### src/rtl/mmio_strobe_ctrl.sv
// Memory-mapped I/O strobe controller: decodes a CPU request against a 24-bit
// I/O window and drives a 3-to-8 decoder through SETUP / STROBE / HOLD phases.
module mmio_strobe_ctrl #(
  parameter logic [23:0] IO_BASE     = 24'hFFFF_FF,
  parameter int unsigned WAIT_CYCLES = 2
) (
  input  logic        clk,
  input  logic        rst_n,
  input  logic        req,
  input  logic        we,
  input  logic [31:0] addr,
  output logic        a2,
  output logic        a1,
  output logic        a0,
  output logic        e1,
  output logic        ne2,
  output logic        ne3,
  output logic        we_q,
  output logic        busy,
  output logic        done,
  output logic        err
);

  localparam int unsigned CNT_W = 4;
  localparam int unsigned DEV_W = 3;

  typedef enum logic [1:0] {
    IDLE   = 2'd0,
    SETUP  = 2'd1,
    STROBE = 2'd2,
    HOLD   = 2'd3
  } state_t;

  state_t             state;
  logic [CNT_W-1:0]   cnt;
  logic [DEV_W-1:0]   dev;
  logic               in_window_c;
  logic               unused_addr_bits;

  assign in_window_c      = (addr[31:8] == IO_BASE);
  // Only addr[6:4] selects a device; the remaining low bits are don't-care.
  assign unused_addr_bits = ^{addr[7], addr[3:0]};

  assign a2 = dev[2];
  assign a1 = dev[1];
  assign a0 = dev[0];

  // Sequencer: every output is a flop updated alongside the state it belongs to.
  always_ff @(posedge clk or negedge rst_n) begin
    if (!rst_n) begin
      state <= IDLE;
      cnt   <= '0;
      dev   <= '0;
      we_q  <= 1'b0;
      e1    <= 1'b0;
      ne2   <= 1'b1;
      ne3   <= 1'b1;
      busy  <= 1'b0;
      done  <= 1'b0;
      err   <= 1'b0;
    end else begin
      done <= 1'b0;
      err  <= 1'b0;
      case (state)
        IDLE: begin
          if (req) begin
            if (in_window_c) begin
              dev   <= addr[6:4];
              we_q  <= we;
              busy  <= 1'b1;
              state <= SETUP;
            end else begin
              err <= 1'b1;
            end
          end
        end
        SETUP: begin
          cnt   <= CNT_W'(WAIT_CYCLES);
          e1    <= 1'b1;
          ne2   <= 1'b0;
          ne3   <= 1'b0;
          state <= STROBE;
        end
        STROBE: begin
          if (cnt == '0) begin
            e1    <= 1'b0;
            ne2   <= 1'b1;
            ne3   <= 1'b1;
            done  <= 1'b1;
            state <= HOLD;
          end else begin
            cnt <= cnt - CNT_W'(1);
          end
        end
        HOLD: begin
          busy  <= 1'b0;
          state <= IDLE;
        end
        default: state <= IDLE;
      endcase
    end
  end

endmodule
### config.mk
export PLATFORM = sky130hd
export DESIGN_NAME = mmio_strobe_ctrl
export DESIGN_NICKNAME = d
export VERILOG_FILES = /design/src/rtl/mmio_strobe_ctrl.sv
export SDC_FILE = /design/constraint.sdc
export NUM_CORES = 1
export LEC_CHECK = 0
export ABC_AREA = 0
export CAP_MARGIN = 20
export CORE_AREA = 3 3 40 42
export DETAILED_ROUTE_END_ITERATION = 8
export DIE_AREA = 0 0 43 45
export DONT_BUFFER_PORTS = 1
export GPL_TIMING_DRIVEN = 0
export PLACE_DENSITY = 0.75
export SLEW_MARGIN = 20
export SYNTH_ARGS = -nofsm -noshare
export SYNTH_HDL_FRONTEND = slang
export SYNTH_SLANG_ARGS = --single-unit
### constraint.sdc
create_clock -name clk -period 4.1 [get_ports clk]
set_input_delay 0.615 -clock clk [delete_from_list [all_inputs] [get_ports clk]]
set_output_delay 0.615 -clock clk [all_outputs]
set_load 0.005 [all_outputs]
# Yosys cells after proc, flatten, opt, wreduce, memory -nomap -nowiden
# Cells that the tools add are included.
dict set report op_classes {
  n_addsub 1
  n_eq_ne 8
  mux 18
  reduce_logical 9
}
# cell count
set op_table {}
lappend op_table {{24-bit equality test (second input constant)} 1}
lappend op_table {{1-bit two-way mux} 9}
lappend op_table {{3-bit AND reduction} 3}
lappend op_table {{2-bit inequality test (second input constant)} 4}
lappend op_table {{2-bit case mux with 4 select lines} 1}
lappend op_table {{4-bit case mux with 2 select lines} 1}
lappend op_table {{2-bit two-way mux} 3}
lappend op_table {{1-bit case mux with 2 select lines} 3}
lappend op_table {{2-bit equality test (second input constant)} 2}
lappend op_table {{4-bit logical NOT} 1}
lappend op_table {{4-bit two-way mux} 1}
lappend op_table {{2-bit AND reduction} 2}
lappend op_table {{2-bit nonzero test} 2}
lappend op_table {{4-bit by 1-bit subtractor with 4-bit output (second input constant)} 1}
lappend op_table {{2-bit by 1-bit equality test with 1-bit output (second input constant)} 1}
lappend op_table {{2-bit logical NOT} 1}
dict set report totals {
  regBits 15
  inputBits 36
  out_inout_bits 10
  word_cells 45
}

# Logic depth before layout (Yosys ltp)
# Gate-level depths: netlist (run 1).
dict set report depth {
  ltp_word 4
  mapped_depth 6
}

# Worst setup path before layout (run 1)
# No wires, ideal clock.
dict set report synth_path {
  path_type {input port to flip-flop}
  startpoint {input addr[24]}
  endpoint {register dev[0]}
  setup_time_ps 128
  arrival_ps 1620
  t_required_ps 3972
  setup_slack_ps 2353
  stages 4
  path_buffers 0
  path_cell_list {nand4_1 > nor4_4 > nand4_4 > mux2_1}
}
dict set report synth_via {
  elab_chain_len 2
}
# item line
set synth_lines {}
lappend synth_lines {{start, declared} 11} ;# input logic [31:0] addr,
lappend synth_lines {{24-bit equality test} 40} ;# assign in_window_c = (addr[31:8] == IO_BASE);
lappend synth_lines {{3-bit AND reduction (no line)} -}
lappend synth_lines {{end signal, assigned} 68} ;# dev <= addr[6:4];
lappend synth_lines {{end, declared} 36} ;# logic [DEV_W-1:0] dev;
# No other way between the ends.
# A chain may end at the register's enable or synchronous reset.

# Worst setup path in the final report (run 1)
dict set report layout_path {
  startpoint {register cnt[0]}
  endpoint {register state[1]}
}
dict set report layout_via {
  elab_chain_len 3
}
# item line
set layout_lines {}
lappend layout_lines {{start, declared} 35} ;# logic [CNT_W-1:0] cnt;
lappend layout_lines {{start signal, assigned} 78} ;# cnt <= CNT_W'(WAIT_CYCLES);
lappend layout_lines {{start signal, assigned} 92} ;# cnt <= cnt - CNT_W'(1);
lappend layout_lines {{4-bit logical NOT} 85} ;# if (cnt == '0) begin
lappend layout_lines {{2-bit inequality test (no line)} -}
lappend layout_lines {{3-bit AND reduction (no line)} -}
lappend layout_lines {{end signal, assigned} 82} ;# state <= STROBE;
lappend layout_lines {{end signal, assigned} 90} ;# state <= HOLD;
lappend layout_lines {{end signal, assigned} 97} ;# state <= IDLE;
lappend layout_lines {{end, declared} 34} ;# state_t state;
# No other way between the ends.

==> results.py, run 1 <==
metrics = {
    "status": {
        "status": "finished clean",
    },
    "sta": {
        "rsz0062_at_grt": "false",
        "finClkSkew_ns": 0.003915,
        "fmax_mhz": 578.6,
        "slew_headroom": 0.7500,
        "finalSetupViolations": 0,
        "finalCritPeriodShare": 0.4216,
        "slew_viol_final": 0,
        "min_period_ns": 1.728,
        "worstMarginPinSlew_ns": 0.3722,
        "setup_tns_ns": 0,
        "timing_hold_violations_final": 0,
    },
    "drt": {
        "drtIter0Drc": 4,
        "drc": 0,
        "finalWirelength_um": 1378,
        "ant_nets": 0,
        "vias": 550,
        "viasPerCell": 5.914,
        "drt-pass1-iter-count": 4,
        "wire_per_inst_um": 14.82,
    },
    "logic_synthesis": {
        "synth_cell_type_count": 31,
        "avgSynthCellArea_sq_um": 11.18,
        "synth_seq_cells": 15,
        "synth_ff_type": "dfrtp_1",
        "syn-num-nets": 117,
        "ys_seq_area_frac": 0.4554,
        "yosys_warnings": 0,
        "synth_cells": 74,
        "syn_area_sq_um": 827.0,
        "synth_edf_count": 0,
        "async_reset_ff_frac": 1.000,
    },
    "clocking": {
        "clock_path_buffers": 2,
        "cts-root-buf": "clkbuf_4",
        "cts_hold_buf": 0,
        "clkSinkCount": 15,
        "cts_resized": 0,
        "cts_tree": "built",
        "path_clk_slew_ns": 0.09,
        "post-cts-setup-buffers": 0,
        "numCtsBuffers": 3,
        "insertion_delay_ns": 0.27,
        "htree_levels": 1,
    },
    "worst_setup_path": {
        "critPathArrivalTime_ns": 1.89,
        "crit_family": "simple AND/OR/NAND/NOR gates",
        "worstPathMaxFanout": 6,
        "path_class": "reg2reg",
        "worstSetupEndpointType": "flop",
        "worst-path-buf-inv": 1,
        "crit_path_top_delay_cell": "dfrtp_1",
        "crit_required_ns": 4.27,
        "worstPathCellList": "inv_1 -> ha_1 -> or3b_4 -> nand2_2 -> o2111ai_1 -> mux2_2",
        "startpoint_type": "flop",
        "slowest_delay_ns": 0.41,
    },
    "global_routing": {
        "grt_usage": 0.1511,
        "grt_pass1_wl_um": 2159,
        "first_global_vias": 529,
        "antenna_found_initial": 0,
        "grt_overflow": 0,
        "grt_max_degree": 16,
    },
    "placed_design": {
        "routabilityCongestion": 0.6932,
        "portBuffers": 0,
        "dp_hpwl_um": 1151,
    },
    "final_layout": {
        "drive_gt1_frac": 0.1667,
        "area_growth_syn_to_layout_pct": 5.446,
        "num_antenna_cells": 0,
        "nets": 122,
    },
    "power": {
        "p_clk_frac": 0.338,
        "p_total_uw": 240.7,
        "p_int_uw": 192.6,
        "switchingPower_uw": 48.13,
        "power_frac_comb": 0.031,
        "pwr_density_cell_nw_per_um2": 276.1,
        "peakVddDrop_mv": 0.2311,
        "p_leak_uw": 0.0004079,
        "sequentialPowerShare": 0.631,
        "p_sw_frac": 0.1999,
    },
    "floorplan": {
        "pin_count": 46,
        "rows": 13,
        "die-area_sq_um": 1935,
        "die_x_um": 43,
        "start_util": 0.6436,
        "fp.dieH_um": 45,
        "core_sq_um": 1285,
    },
    "flow_run": {
        "maxCapViolCount": 0,
    },
    "hold_path": {
        "holdCritPathClass": "in2async",
    },
}
## logic make-up (layout without fill, tap and decap cells)
group,count (synthesis),count (layout),share of synthesized area
AND/OR/NAND/NOR,27,27,0.2179
adder cells (fa/ha/maj),7,7,0.1059
multiplexers,6,6,0.08018
XOR/XNOR,1,1,0.01059
flip-flops,15,15,0.4554
AO/OA/AOI/OAI,10,10,0.08927
buffers and inverters,8,12,0.04086
## metrics by stage
stage | hold WS (ns) | cells | setup WS [ns] | area (sq um) | utilization
after global routing | 0.001290 | 93 | 2.288 | 872.1 | 0.6787
after CTS | 0.01909 | 93 | 2.366 | 872.1 | 0.6787
after floorplan | 0.3194 | 74 | 2.353 | 827.0 | -
final | 0.02509 | 93 | 2.372 | 872.1 | 0.6787
after global placement | 0.3198 | 89 | 2.282 | 845.8 | 0.6582
after detailed placement | 0.3198 | 89 | 2.259 | 845.8 | 0.6582
## per-layer routing
layer  part of all wire  global-route usage
met3              0.099             0.04382
met2               0.47              0.2395
met4              0.022             0.09036
met5                  0                   0
met1               0.40              0.1837
## worst register-to-register path: cells and delay by family, from the launching register on
kind	cells	cell delay [ns]
compound gates	1	0.17
flops	1	0.41
simple gates	2	0.52
buf+inv	1	0.09
fa+ha+maj	1	0.13
mux	1	0.30
## power by group through the flow
stage | clock (uW) | sequential (uW) | combinational (uW)
5_1_grt | 91.0 | 152 | 8.16
3_3_place_gp | 0 | 155 | 7.18
2_1_floorplan | 0 | 155 | 6.88
4_1_cts | 84.1 | 152 | 7.34
3_5_place_dp | 0 | 155 | 7.37
6_report | 81.4 | 152 | 7.39
## sequential cells by signal (all words and copies together) (netlist names)
| register | count |
|---|---|
| e1 | 1 |
| cnt | 4 |
| dev | 3 |
| busy | 1 |
| done | 1 |
| state | 2 |
| ne3 | 1 |
| err | 1 |
| we_q | 1 |
## area by class of cell
cell class,instances,area [sq um]
inverter,7,26.28
clock buffer,4,26.28
buffer,1,7.507
multi-input combinational,51,416.7
fill,97,412.9
sequential,15,376.6
tap,15,18.77
## final timing paths
path                            startpoint       end  slack (ns)  cells past startpoint
worst min-delay path                 rst_n    cnt[0]        0.03                      0
worst min register to register      cnt[3]    cnt[3]        0.50                      1
worst max register to register      cnt[0]  state[1]        2.37                      6
min in group clk                       req       err        0.45                      2
max in group asynchronous            rst_n       ne3        3.90                      0
worst max-delay path                cnt[0]  state[1]        2.37                      6
## synth_stat cells, types with 2 or more instances
library cell  instances  area (sq um)
dfrtp_1              14         350.3
ha_1                  7         87.58
inv_1                 7         26.28
mux2_1                4         45.04
nand2_1               4         15.01
nand3_1               2         10.01
nand4_1               5         31.28
nor2_1                7         26.28
o21ai_0               2         10.01
## cells in the final DEF, fill, tap and decap left out, drive strengths merged, types with 2 or more instances in the layout
master / synthesis / layout
nand3: 2 / 2
dfrtp: 14 / 14
mux2: 5 / 5
nor2: 7 / 7
clkbuf: 0 / 4
o21ai: 2 / 2
inv: 7 / 7
ha: 7 / 7
nand4: 7 / 7
nor4: 2 / 2
nand2: 5 / 5
No activity file was read; power rests on OpenSTA's default activity.
==> run 2: changes to the inputs <==
CORE_AREA = default   (was 3 3 40 42)
CORE_MARGIN = 3   (was default)
CORE_UTILIZATION = 59   (was default)
DIE_AREA = default   (was 0 0 43 45)
PLACE_DENSITY = 0.72   (was 0.75)
clock period = 1.6 ns   (was 4.1 ns; I/O delays follow)
==> run 2 against run 1 <==
Routed wire length increased by 24%; worst setup slack got worse by 2.4 ns; global-route usage increased by 3.3 points; highest routed layer unchanged; utilization increased by 13 points; cell area increased by 11%; the run now ends with negative setup slack left; register-to-register slack got worse by 2.4 ns; clock-buffer cell count unchanged.
==> results.py, run 2 (synthesis gave the netlist of run 1 again) <==
metrics = {
    "final_layout": {
        "final_cell_mix": "dfrtp_1 (14), nor2_1 (7), nand4_1 (5), ha_1 (5), buf_4 (5)",
        "reg_top3": "cnt x4, dev x3, state x2",
        "num_antenna_cells": 0,
        "mostFrequentLayoutCell": "dfrtp_1",
        "fin_cells": 97,
        "drive_gt1_frac": 0.2892,
        "regMostFlops": "cnt",
        "largest_register_ffs": 4,
        "nets": 127,
        "area_growth_syn_to_layout_pct": 16.94,
    },
    "power": {
        "switchingPower_uw": 142.4,
        "p_leak_uw": 0.0004533,
        "pwr_density_cell_nw_per_um2": 659.8,
        "sequentialPowerShare": 0.611,
        "p_int_uw": 495.8,
        "p_sw_frac": 0.2231,
        "peakVddDrop_mv": 0.4991,
        "p_clk_frac": 0.345,
        "power_frac_comb": 0.044,
        "p_total_uw": 638.1,
    },
    "clocking": {
        "cts_tree": "built",
        "path_clk_slew_ns": 0.09,
        "htree_levels": 1,
        "cts-root-buf": "clkbuf_4",
        "clkSinkCount": 15,
        "clock_path_buffers": 2,
        "numCtsBuffers": 3,
        "insertion_delay_ns": 0.29,
    },
    "worst_setup_path": {
        "reg2reg_to": "state[1]",
        "rrSetupSlack_ns": -0.06,
        "worstPathCellList": "inv_2 -> ha_1 -> or3b_4 -> nand2_4 -> o2111ai_4 -> mux2_4",
        "startpoint_type": "flop",
        "path_class": "reg2reg",
        "crit_path_top_delay_cell": "dfrtp_1",
        "worstPathMaxFanout": 3,
        "crit_path_start": "cnt[0]",
        "crit_required_ns": 1.78,
        "critPathArrivalTime_ns": 1.84,
        "worst_r2r_startpoint": "cnt[0]",
        "worstSetupEndpointType": "flop",
        "cp-endpoint": "state[1]",
        "reg2regPathDepth": 6,
        "slowest_delay_ns": 0.41,
    },
    "placed_design": {
        "routabilityCongestion": 0.7346,
        "portBuffers": 0,
        "placed_cells": 88,
        "dp_hpwl_um": 1161,
    },
    "sta": {
        "slew_viol_final": 0,
        "fmax_mhz": 602.8,
        "finalCritPeriodShare": 1.037,
        "finClkSkew_ns": 0.001495,
        "rsz0062_at_grt": "true",
        "worstMarginPinSlew_ns": 0.6360,
        "slew_headroom": 0.5746,
        "finalSetupViolations": 2,
        "min_period_ns": 1.659,
        "timing_hold_violations_final": 0,
        "setup_ws_ns": -0.05880,
    },
    "drt": {
        "viasPerCell": 6.268,
        "finalWirelength_um": 1706,
        "drt-pass1-iter-count": 4,
        "ant_nets": 0,
        "drtIter0Drc": 11,
        "wire_per_inst_um": 17.59,
        "drc": 0,
        "vias": 608,
    },
    "floorplan": {
        "die-area_sq_um": 1887,
        "rows": 12,
        "fp.dieH_um": 43.44,
        "die_x_um": 43.44,
        "core_sq_um": 1201,
        "pin_count": 46,
        "start_util": 0.6885,
    },
    "global_routing": {
        "grt_pass1_wl_um": 2484,
        "grt_overflow": 0,
        "grt_usage": 0.1838,
        "first_global_vias": 552,
        "antenna_found_initial": 0,
        "grt_max_degree": 16,
    },
    "status": {
        "status": "complete, but fails checks",
        "violations": "negative setup slack",
    },
    "flow_run": {
        "maxCapViolCount": 0,
    },
    "hold_path": {
        "holdCritPathClass": "in2reg",
        "min-delay-start": "req",
    },
}
[run 2: what timing repair did]
| item | CTS | global route |
|---|---|---|
| hold buffers | 1 | 0 |
| endpoints found under the setup margin | 1 | 2 |
| pin swaps | 0 | 0 |
| hold endpoints to repair | 15 | 0 |
| gates resized for setup | 2 | 8 |
| buffers inserted | 3 | 1 |
[run 2: worst min-delay path by stage]
stage | cells after the start | slack (ns) | end
after global placement | 0 | -0.06 | done
after floorplan | 0 | -0.06 | busy
after detailed placement | 0 | -0.06 | done
after CTS | 2 | 0.06 | err
after global routing | 2 | 0.05 | err
final | 2 | 0.06 | err
[run 2: layout make-up]
class                           count  area (sq um)
Buffer                              1         7.507
Clock buffer                        4         26.28
Fill cell                          69         234.0
Inverter                            7         26.28
Multi-Input combinational cell     51         473.0
Sequential cell                    15         376.6
Tap cell                           14         17.52
Timing Repair Buffer                5         40.04
[run 2: routing by layer]
layer,share of wire,GRT usage,vias up
met5,0,0,-
met2,0.46,0.2861,37
met1,0.41,0.2324,282
met3,0.11,0.05394,4
li1,-,-,285
met4,0.016,0.09036,0
[run 2: critical path: cells and delay by family, from the launching register on]
kind	cells	cell delay [ns]
multiplexers	1	0.33
AND/OR/NAND/NOR	2	0.49
adder cells (fa/ha/maj)	1	0.13
buffers and inverters	1	0.07
AO/OA/AOI/OAI	1	0.13
flip-flops	1	0.41
[run 2: power by group through the flow]
stage	combinational, uW	clock (uW)	sequential [uW]
after floorplan	17.7	0	396
after global placement	18.7	0	397
after detailed placement	19.2	0	397
after CTS	28.1	224	390
after global routing	32.2	245	391
final	28.0	220	390
[run 2: per-stage QoR]
stage / util / worst slack (ns) / hold WS [ns] / cell area (sq um) / TNS (ns)
6_report: 0.8052 / -0.05880 / 0.05927 / 967.2 / -0.06354
3_5_place_dp: 0.7125 / -0.07963 / -0.05527 / 855.8 / -0.07963
3_3_place_gp: 0.7125 / -0.06755 / -0.05529 / 855.8 / -0.06755
4_1_cts: 0.7656 / -0.03147 / 0.05595 / 919.6 / -0.03147
2_1_floorplan: - / 0.006727 / -0.05559 / 838.3 / 0
5_1_grt: 0.8052 / -0.1118 / 0.05350 / 967.2 / -0.2263
==> run 3: changes to the inputs <==
SKIP_LAST_GASP = 1   (was default)
==> run 3 against run 2 <==
The flow still finishes with violations (negative setup slack); sequential power about the same; highest routed layer unchanged; routed wire length decreased by 2.7%; via count decreased by 2.0%; largest power group unchanged; maximum frequency increased by 0.29%.
==> results.py, run 3 (synthesis gave the netlist of run 1 again) <==
metrics = {
    "hold_path": {
        "holdCritPathClass": "in2reg",
        "worstHoldPathCells": 2,
    },
    "sta": {
        "fmax_mhz": 604.6,
        "finClkSkew_ns": 0.001686,
        "slew_viol_final": 0,
        "setup_ws_ns": -0.05400,
        "min_period_ns": 1.654,
        "setup_tns_ns": -0.08077,
        "rsz0062_at_grt": "true",
        "finalSetupViolations": 2,
        "timing_hold_violations_final": 0,
        "finalCritPeriodShare": 1.034,
        "worstMarginPinSlew_ns": 0.6463,
        "slew_headroom": 0.5677,
    },
    "power": {
        "p_sw_frac": 0.2205,
        "switchingPower_uw": 140.2,
        "pwr_density_cell_nw_per_um2": 674.9,
        "peakVddDrop_mv": 0.4957,
        "p_int_uw": 495.7,
        "sequentialPowerShare": 0.613,
        "p_clk_frac": 0.343,
        "p_leak_uw": 0.0004493,
        "power_frac_comb": 0.044,
        "p_total_uw": 635.9,
    },
    "worst_setup_path": {
        "crit_family": "simple AND/OR/NAND/NOR gates",
        "crit_path_top_delay_cell": "dfrtp_1",
        "worstSetupEndpointType": "flop",
        "worstPathMaxFanout": 3,
        "worstPathCellList": "inv_2 -> ha_1 -> or3b_4 -> nand2_4 -> o2111ai_4 -> mux2_4",
        "critPathArrivalTime_ns": 1.83,
        "path_class": "reg2reg",
        "reg2regPathDepth": 6,
        "startpoint_type": "flop",
        "crit_required_ns": 1.77,
        "worst-path-buf-inv": 1,
        "slowest_delay_ns": 0.41,
        "cp.depth": 6,
    },
    "flow_run": {
        "maxCapViolCount": 0,
    },
    "drt": {
        "vias": 596,
        "viasPerCell": 6.144,
        "drc": 0,
        "drt-pass1-iter-count": 4,
        "finalWirelength_um": 1660,
        "m1WireLength_um": 700,
        "ant_nets": 0,
        "dr_wl_met2_um": 752,
        "dr.max_layer_used": "met4",
        "drtIter0Drc": 12,
        "wire_per_inst_um": 17.11,
        "route.met3.wl_um": 178,
    },
    "global_routing": {
        "antenna_found_initial": 0,
        "grt_usage": 0.1718,
        "grt_max_degree": 16,
        "grt_overflow": 0,
        "first_global_vias": 546,
        "grt_pass1_wl_um": 2352,
    },
    "placed_design": {
        "dp_hpwl_um": 1161,
        "pre_cts_ws_ns": -0.07963,
        "routabilityCongestion": 0.7346,
        "portBuffers": 0,
    },
    "final_layout": {
        "nets": 127,
        "final_cell_mix": "dfrtp_1 (14), nor2_1 (7)",
        "num_antenna_cells": 0,
        "largest_register_ffs": 4,
        "nFillCells": 73,
        "area_growth_syn_to_layout_pct": 13.92,
        "drive_gt1_frac": 0.2651,
        "regMostFlops": "cnt",
        "mostFrequentLayoutCell": "dfrtp_1",
        "reg_top3": "cnt x4, dev x3, state x2",
    },
    "clocking": {
        "cts_tree": "built",
        "path_clk_slew_ns": 0.09,
        "clock_path_buffers": 2,
        "clkSinkCount": 15,
        "numCtsBuffers": 3,
        "cts-root-buf": "clkbuf_4",
        "htree_levels": 1,
        "insertion_delay_ns": 0.28,
    },
    "floorplan": {
        "core_sq_um": 1201,
        "rows": 12,
        "fp.dieH_um": 43.44,
        "die_x_um": 43.44,
        "pin_count": 46,
        "start_util": 0.6885,
        "die-area_sq_um": 1887,
    },
    "status": {
        "status": "complete, but fails checks",
        "violations": "negative setup slack",
    },
}
## run 3: cell counts in the layout (fill, tap and decap cells not counted)
No cell type changed its count.
## run 3: power groups by stage
stage,clock network (uW),logic [uW],registers (uW)
finish,218,28.1,390
global route,245,32.2,391
CTS,224,28.1,390
detailed placement,0,19.2,397
global placement,0,18.7,397
floorplan,0,17.7,396
## run 3: worst paths after layout
| check | slack, ns | end | from |
|---|---|---|---|
| max in group asynchronous | 0.77 | cnt[1] | rst_n |
| min in group asynchronous | 0.41 | dev[0] | rst_n |
| hold / removal | 0.06 | err | req |
| setup / recovery | -0.05 | state[1] | cnt[0] |
| hold reg to reg | 0.49 | cnt[3] | cnt[3] |
| setup reg to reg | -0.05 | state[1] | cnt[0] |
## run 3: routing by layer
layer / global-route usage / vias to the layer above
li1: - / 283
met1: 0.2193 / 270
met2: 0.2566 / 39
met3: 0.04979 / 4
met4: 0.1024 / 0
met5: 0 / -
## run 3: worst register-to-register path, stage by stage (launching register included)
cell	delay, ns
dfrtp_1	0.41
inv_2	0.07
ha_1	0.13
or3b_4	0.40
nand2_4	0.09
o2111ai_4	0.13
mux2_4	0.33
## run 3: cell type report
cell class | count | area (sq um) | area share
buffer | 1 | 7.507 | 0.007968
clock buffer | 4 | 26.28 | 0.02789
inverter | 7 | 26.28 | 0.02789
multi-input combinational | 51 | 447.9 | 0.4754
sequential | 15 | 376.6 | 0.3997
tap | 14 | 17.52 | 0.01859
timing repair buffer | 5 | 40.04 | 0.04250
## run 3: per-stage QoR
stage | utilization | hold slack, ns | std cells | instance area [sq um]
floorplan | - | -0.05559 | 74 | 838.3
global placement | 0.7125 | -0.05529 | 88 | 855.8
detailed placement | 0.7125 | -0.05527 | 88 | 855.8
CTS | 0.7635 | 0.05595 | 96 | 917.1
global route | 0.7844 | 0.05415 | 97 | 942.2
finish | 0.7844 | 0.06250 | 97 | 942.2
## run 3: what timing repair did
action,4_1_cts,5_1_grt
endpoints found under the setup margin,1,2
gates resized for setup,1,5
hold endpoints to repair,15,0
setup buffers,3,1
hold buffers,1,0
==> variant 1 (config.mk and constraints of run 2) <==
The 4 states of `state_t` get a one-hot encoding in 4 bits.
--- a/src/rtl/mmio_strobe_ctrl.sv
+++ b/src/rtl/mmio_strobe_ctrl.sv
@@ -26,7 +26,7 @@
 
-  typedef enum logic [1:0] {
-    IDLE   = 2'd0,
-    SETUP  = 2'd1,
-    STROBE = 2'd2,
-    HOLD   = 2'd3
+  typedef enum logic [3:0] {
+    IDLE   = 4'b0001,
+    SETUP  = 4'b0010,
+    STROBE = 4'b0100,
+    HOLD   = 4'b1000
   } state_t;
Function: no difference found for any inputs over 10 cycles, from zero or initial values and one cycle with rst_n low; not proved beyond that.
==> variant 1 against run 2 <==
Setup slack better by 0.15 ns; critical path depth is 2 lower; cell area is 7.9% lower; wire length is 13% lower; via count is 7.2% lower; synthesized area is 1.2% lower; final cell count is 8.2% lower; highest routed layer unchanged; combinational power is 36% lower; worst hold slack better by 0.034 ns; critical path type unchanged; sequential cell count is 2 higher; synthesized cell count is 6.8% lower; power is 5.2% higher.
==> variant 1: results (changes against run 2) <==
• **run status** completed, was complete, but fails checks
• **portion of the post-synthesis area used by sequential elements** 52.4%, was 45.5%
• **global-route wire length before repair** 2490 um, was 2480 um
• **worst reg2reg path startpoint** state[0], was cnt[0]
• **Detailed Place HPWL** 1170 um, was 1160 um
• **cell leakage power** 0.000421 uW, was 0.000453 uW
• **worst hold slack after final layout** 0.0930 ns, was 0.0593 ns
• **number of placed cells counting well taps** 83, was 88
• **Slowest cell on crit path** sky130_fd_sc_hd__dfstp_2, was sky130_fd_sc_hd__dfrtp_1
• **Cell variety after synth** 33, was 31
• **drt initial violations** 5, was 11
• **Worst Hold Endpoint** dev[2], was err
• **WL/cell** 16.7 um, was 17.6 um
• **end of the worst register-to-register path** dev[1], was state[1]
• **number of cells on the worst hold path** 1, was 2
• **Worst Max-Slew Pin Slew** 0.736 ns, was 0.636 ns
• **dpl cell area** 835 um2, was 856 um2
• **largest cells by area after synthesis** sky130_fd_sc_hd__dfrtp_1 (46%), sky130_fd_sc_hd__dfstp_2 (6.4%), sky130_fd_sc_hd__mux2_1 (5.5%), was sky130_fd_sc_hd__dfrtp_1 (42%), sky130_fd_sc_hd__ha_1 (11%), sky130_fd_sc_hd__mux2_1 (5.4%)
• **Placer Congestion** 0.733, was 0.735
• **WL met2** 690 um, was 789 um
• **fraction of layout cells with a size suffix above 1** 22.7%, was 28.9%
• **met3 routing resource usage after global routing** 5.51%, was 5.39%
• **Filler Cells Inserted** 92, was 69
• **synth cell count leaders** sky130_fd_sc_hd__dfrtp_1 (15), sky130_fd_sc_hd__nand4_1 (5), sky130_fd_sc_hd__nor2_1 (5), was sky130_fd_sc_hd__dfrtp_1 (14), sky130_fd_sc_hd__ha_1 (7), sky130_fd_sc_hd__inv_1 (7), sky130_fd_sc_hd__nor2_1 (7), sky130_fd_sc_hd__nand4_1 (5)
• **routed vias/inst** 6.34, was 6.27
• **Critical Path Max Stage Delay** 0.60 ns, was 0.41 ns
• **worst r2r path cells** 4, was 6
• **fin nets** 114, was 127
• **met1 capacity usage during global routing** 19.4%, was 23.2%
• **largest registers** cnt: 4 flops, state: 4 flops, dev: 3 flops, was cnt: 4 flops, dev: 3 flops, state: 2 flops
• **synthesized instance count** 69, was 74
• **launch point of the worst hold path** addr[6], was req
• **final cycle utilization of the critical path** 94.6%, was 104%
[variant 1: power breakdown]
part           total (uW)  switching [uW]  leakage (uW)  internal [uW]
clock network         222             125     0.0000150           96.6
registers             431           0.592      0.000228            431
logic                17.8            12.0      0.000178           5.72
total                 671             138      0.000421            533
[variant 1: cell families after synthesis]
family,count (synthesis),synth area share [%]
AO/OA/AOI/OAI,9,7.81
adder cells (fa/ha/maj),2,3.06
AND/OR/NAND/NOR,31,26.8
XOR/XNOR,2,2.14
multiplexers,4,5.51
buffers and inverters,4,2.30
flip-flops,17,52.4
[variant 1: cell type report]
class,instances,area (um2),area share [%]
Sequential cell,17,428,48.0
Multi-Input combinational cell,48,383,43.0
Clock buffer,4,26.3,2.95
Timing Repair Buffer,2,17.5,1.97
Tap cell,14,17.5,1.97
Inverter,3,11.3,1.26
Buffer,1,7.51,0.843
[variant 1: timing repair]
item,CTS,global route
setup buffers,0,1
hold endpoints to repair,17,0
hold buffers,1,0
resized for setup,0,4
endpoints found under the setup margin,0,5
==> variant 2 (flow settings as in run 2) <==
Made on the original files. Add an input register stage for `addr`, without a reset; this delays it by one clock. The other inputs are not delayed to match.
--- a/src/rtl/mmio_strobe_ctrl.sv
+++ b/src/rtl/mmio_strobe_ctrl.sv
@@ -33,2 +33,8 @@
 
+  logic [31:0] addr_q;
+
+  always_ff @(posedge clk) begin
+    addr_q <= addr;
+  end
+
   state_t             state;
@@ -39,5 +45,5 @@
 
-  assign in_window_c      = (addr[31:8] == IO_BASE);
+  assign in_window_c      = (addr_q[31:8] == IO_BASE);
   // Only addr[6:4] selects a device; the remaining low bits are don't-care.
-  assign unused_addr_bits = ^{addr[7], addr[3:0]};
+  assign unused_addr_bits = ^{addr_q[7], addr_q[3:0]};
 
@@ -67,3 +73,3 @@
             if (in_window_c) begin
-              dev   <= addr[6:4];
+              dev   <= addr_q[6:4];
               we_q  <= we;
Behaviour: not the same (Yosys sat finds a counterexample within 4 cycles, from zero or initial values and one cycle with rst_n low).
==> variant 2 against run 2 <==
The run still ends with setup timing left; wire length is 120% higher; critical path type unchanged; worst hold slack gained 0.072 ns; highest routed layer unchanged; setup slack got worse by 0.12 ns; power rose to 2.7 times the old value; sequential share of layout area grew 9.7 points; cell area is 95% higher; sequential cell count is 27 higher; critical endpoint unchanged; largest cell class is now sequential cells; synthesized area increased by 65%.
==> variant 2: results (changes against run 2) <==
• **Filler Cells Inserted** 79, was 69
• **area fraction in compound gates after synthesis** 7.04%, was 8.93%
• **CTS Buf Count** 5, was 3
• **net count after synthesis** 144, was 117
• **top fanout value on the critical path** 2, was 3
• **maximum count of clock buffers along a single path** 2, unchanged
• **number of H-tree branching levels** 2, was 1
• **worst r2r path cells** 4, was 6
• **failing checks** setup timing, unchanged
• **number of placed cells counting well taps** 128, was 88
• **Finish-stage setup viols** 6, was 2
• **clock-pin slew on the worst setup and hold paths** 0.13 ns, was 0.09 ns
• **register ranked first by flip-flop count** addr_q, was cnt
• **fraction of layout cells with a size suffix above 1** 21.1%, was 28.9%
• **dpl cell area** 1410 um2, was 856 um2
• **cell leakage power** 0.000840 uW, was 0.000453 uW
• **Syn Area/Cell** 13.5 um2, was 11.2 um2
• **largest registers** addr_q: 27 flops, cnt: 4 flops, dev: 3 flops, was cnt: 4 flops, dev: 3 flops, state: 2 flops
• **fin nets** 189, was 127
• **Worst Max-Slew Pin Slew** 0.681 ns, was 0.636 ns
• **Worst Hold Endpoint** dev[0], was err
• **Layout Skew** 0.0170 ns, was 0.00149 ns
• **drt initial violations** 22, was 11
• **post-synthesis xor/xnor area fraction** 1.28%, was 1.06%
• **run status** complete, but fails checks, unchanged
• **Total GRT Usage** 26.5%, was 18.4%
• **worst hold slack after final layout** 0.131 ns, was 0.0593 ns
• **main flop type after synthesis** sky130_fd_sc_hd__dfxtp_1, was sky130_fd_sc_hd__dfrtp_1
• **final cell count without fillers** 174, was 97
• **Peak VDD IR** 1070 uV, was 499 uV
• **clock latency reported for the late side of the worst-skew pair** 0.35 ns, was 0.29 ns
• **Setup WS post-layout** -0.181 ns, was -0.0588 ns
• **Slowest cell on crit path** sky130_fd_sc_hd__o41ai_2, was sky130_fd_sc_hd__dfrtp_1
• **routed vias/inst** 5.80, was 6.27
• **WL/cell** 21.4 um, was 17.6 um
• **synth cell count leaders** sky130_fd_sc_hd__dfxtp_1 (27), sky130_fd_sc_hd__dfrtp_1 (14), sky130_fd_sc_hd__inv_1 (10), was sky130_fd_sc_hd__dfrtp_1 (14), sky130_fd_sc_hd__ha_1 (7), sky130_fd_sc_hd__inv_1 (7), sky130_fd_sc_hd__nor2_1 (7), sky130_fd_sc_hd__nand4_1 (5)
• **share of async-settable or async-resettable flops after synthesis** 35.7%, was 100%
• **portion of the post-synthesis area used by sequential elements** 67.1%, was 45.5%
• **largest cells by area after synthesis** sky130_fd_sc_hd__dfxtp_1 (40%), sky130_fd_sc_hd__dfrtp_1 (26%), sky130_fd_sc_hd__ha_1 (6.4%), was sky130_fd_sc_hd__dfrtp_1 (42%), sky130_fd_sc_hd__ha_1 (11%), sky130_fd_sc_hd__mux2_1 (5.4%)
• **Placer Congestion** 0.703, was 0.735
## variant 2: worst reg2reg max path, delay by kind of cell (launching register included)
kind / cells / cell delay (ns)
muxes: 1 / 0.33
AOI/OAI and AO/OA: 2 / 0.78
DFF: 1 / 0.37
and+or+nand+nor: 1 / 0.20
## variant 2: worst max-delay path by stage
stage                     slack [ns]  cells past startpoint        to  startpoint
final                          -0.18                      4  state[1]  addr_q[21]
after global routing           -0.17                      4  state[1]  addr_q[24]
after global placement         -0.07                      6  state[1]      cnt[0]
after floorplan                0.007                      6  state[1]      cnt[0]
after CTS                      -0.04                      6  state[1]      cnt[0]
after detailed placement       -0.08                      6  state[1]      cnt[0]
## variant 2: cell families (layout without fill, tap and decap cells)
kind of cell	count (synthesis)	count (layout)
XOR/XNOR	2	2
multiplexers	5	5
AND/OR/NAND/NOR	20	20
flip-flops	42	42
buffers and inverters	11	57
AO/OA/AOI/OAI	14	14
adder cells (fa/ha/maj)	7	7
## variant 2: power by group
group | total [uW] | switching [uW] | internal (uW) | leakage [uW]
Combinational | 85.6 | 29.9 | 55.7 | 0.000376
Sequential | 1120 | 21.8 | 1090 | 0.000432
Clock | 550 | 332 | 217 | 0.0000326
Total | 1750 | 384 | 1370 | 0.000840
## variant 2: metal layers
metal / vias to the layer above / track usage [%] / wire [um]
met4: 0 / 11.6 / 148
met5: - / 0 / 0
met1: 484 / 29.3 / 1380
li1: 441 / - / -
met2: 68 / 45.8 / 1950
met3: 16 / 8.59 / 251
## variant 2: stage by stage
stage,TNS [ns],setup WS [ns]
floorplan,0,0.00692
global placement,-0.0729,-0.0729
detailed placement,-0.0803,-0.0803
CTS,-0.0383,-0.0383
global route,-0.467,-0.170
finish,-0.380,-0.181
## variant 2: what timing repair did
item,in CTS,in global routing
pin swaps,0,3
hold endpoints to repair,43,1
hold buffers,29,1
setup buffers,5,3
setup endpoints to repair,1,9
gates resized for setup,6,5
## variant 2: layout make-up
cell class | instances | area, um2 | share of cell area [%]
Inverter | 10 | 37.5 | 1.99
Tap cell | 27 | 33.8 | 1.79
Clock buffer | 8 | 58.8 | 3.12
Multi-Input combinational cell | 48 | 469 | 24.9
Timing Repair Buffer | 38 | 360 | 19.1
Buffer | 1 | 7.51 | 0.398
Sequential cell | 42 | 917 | 48.7
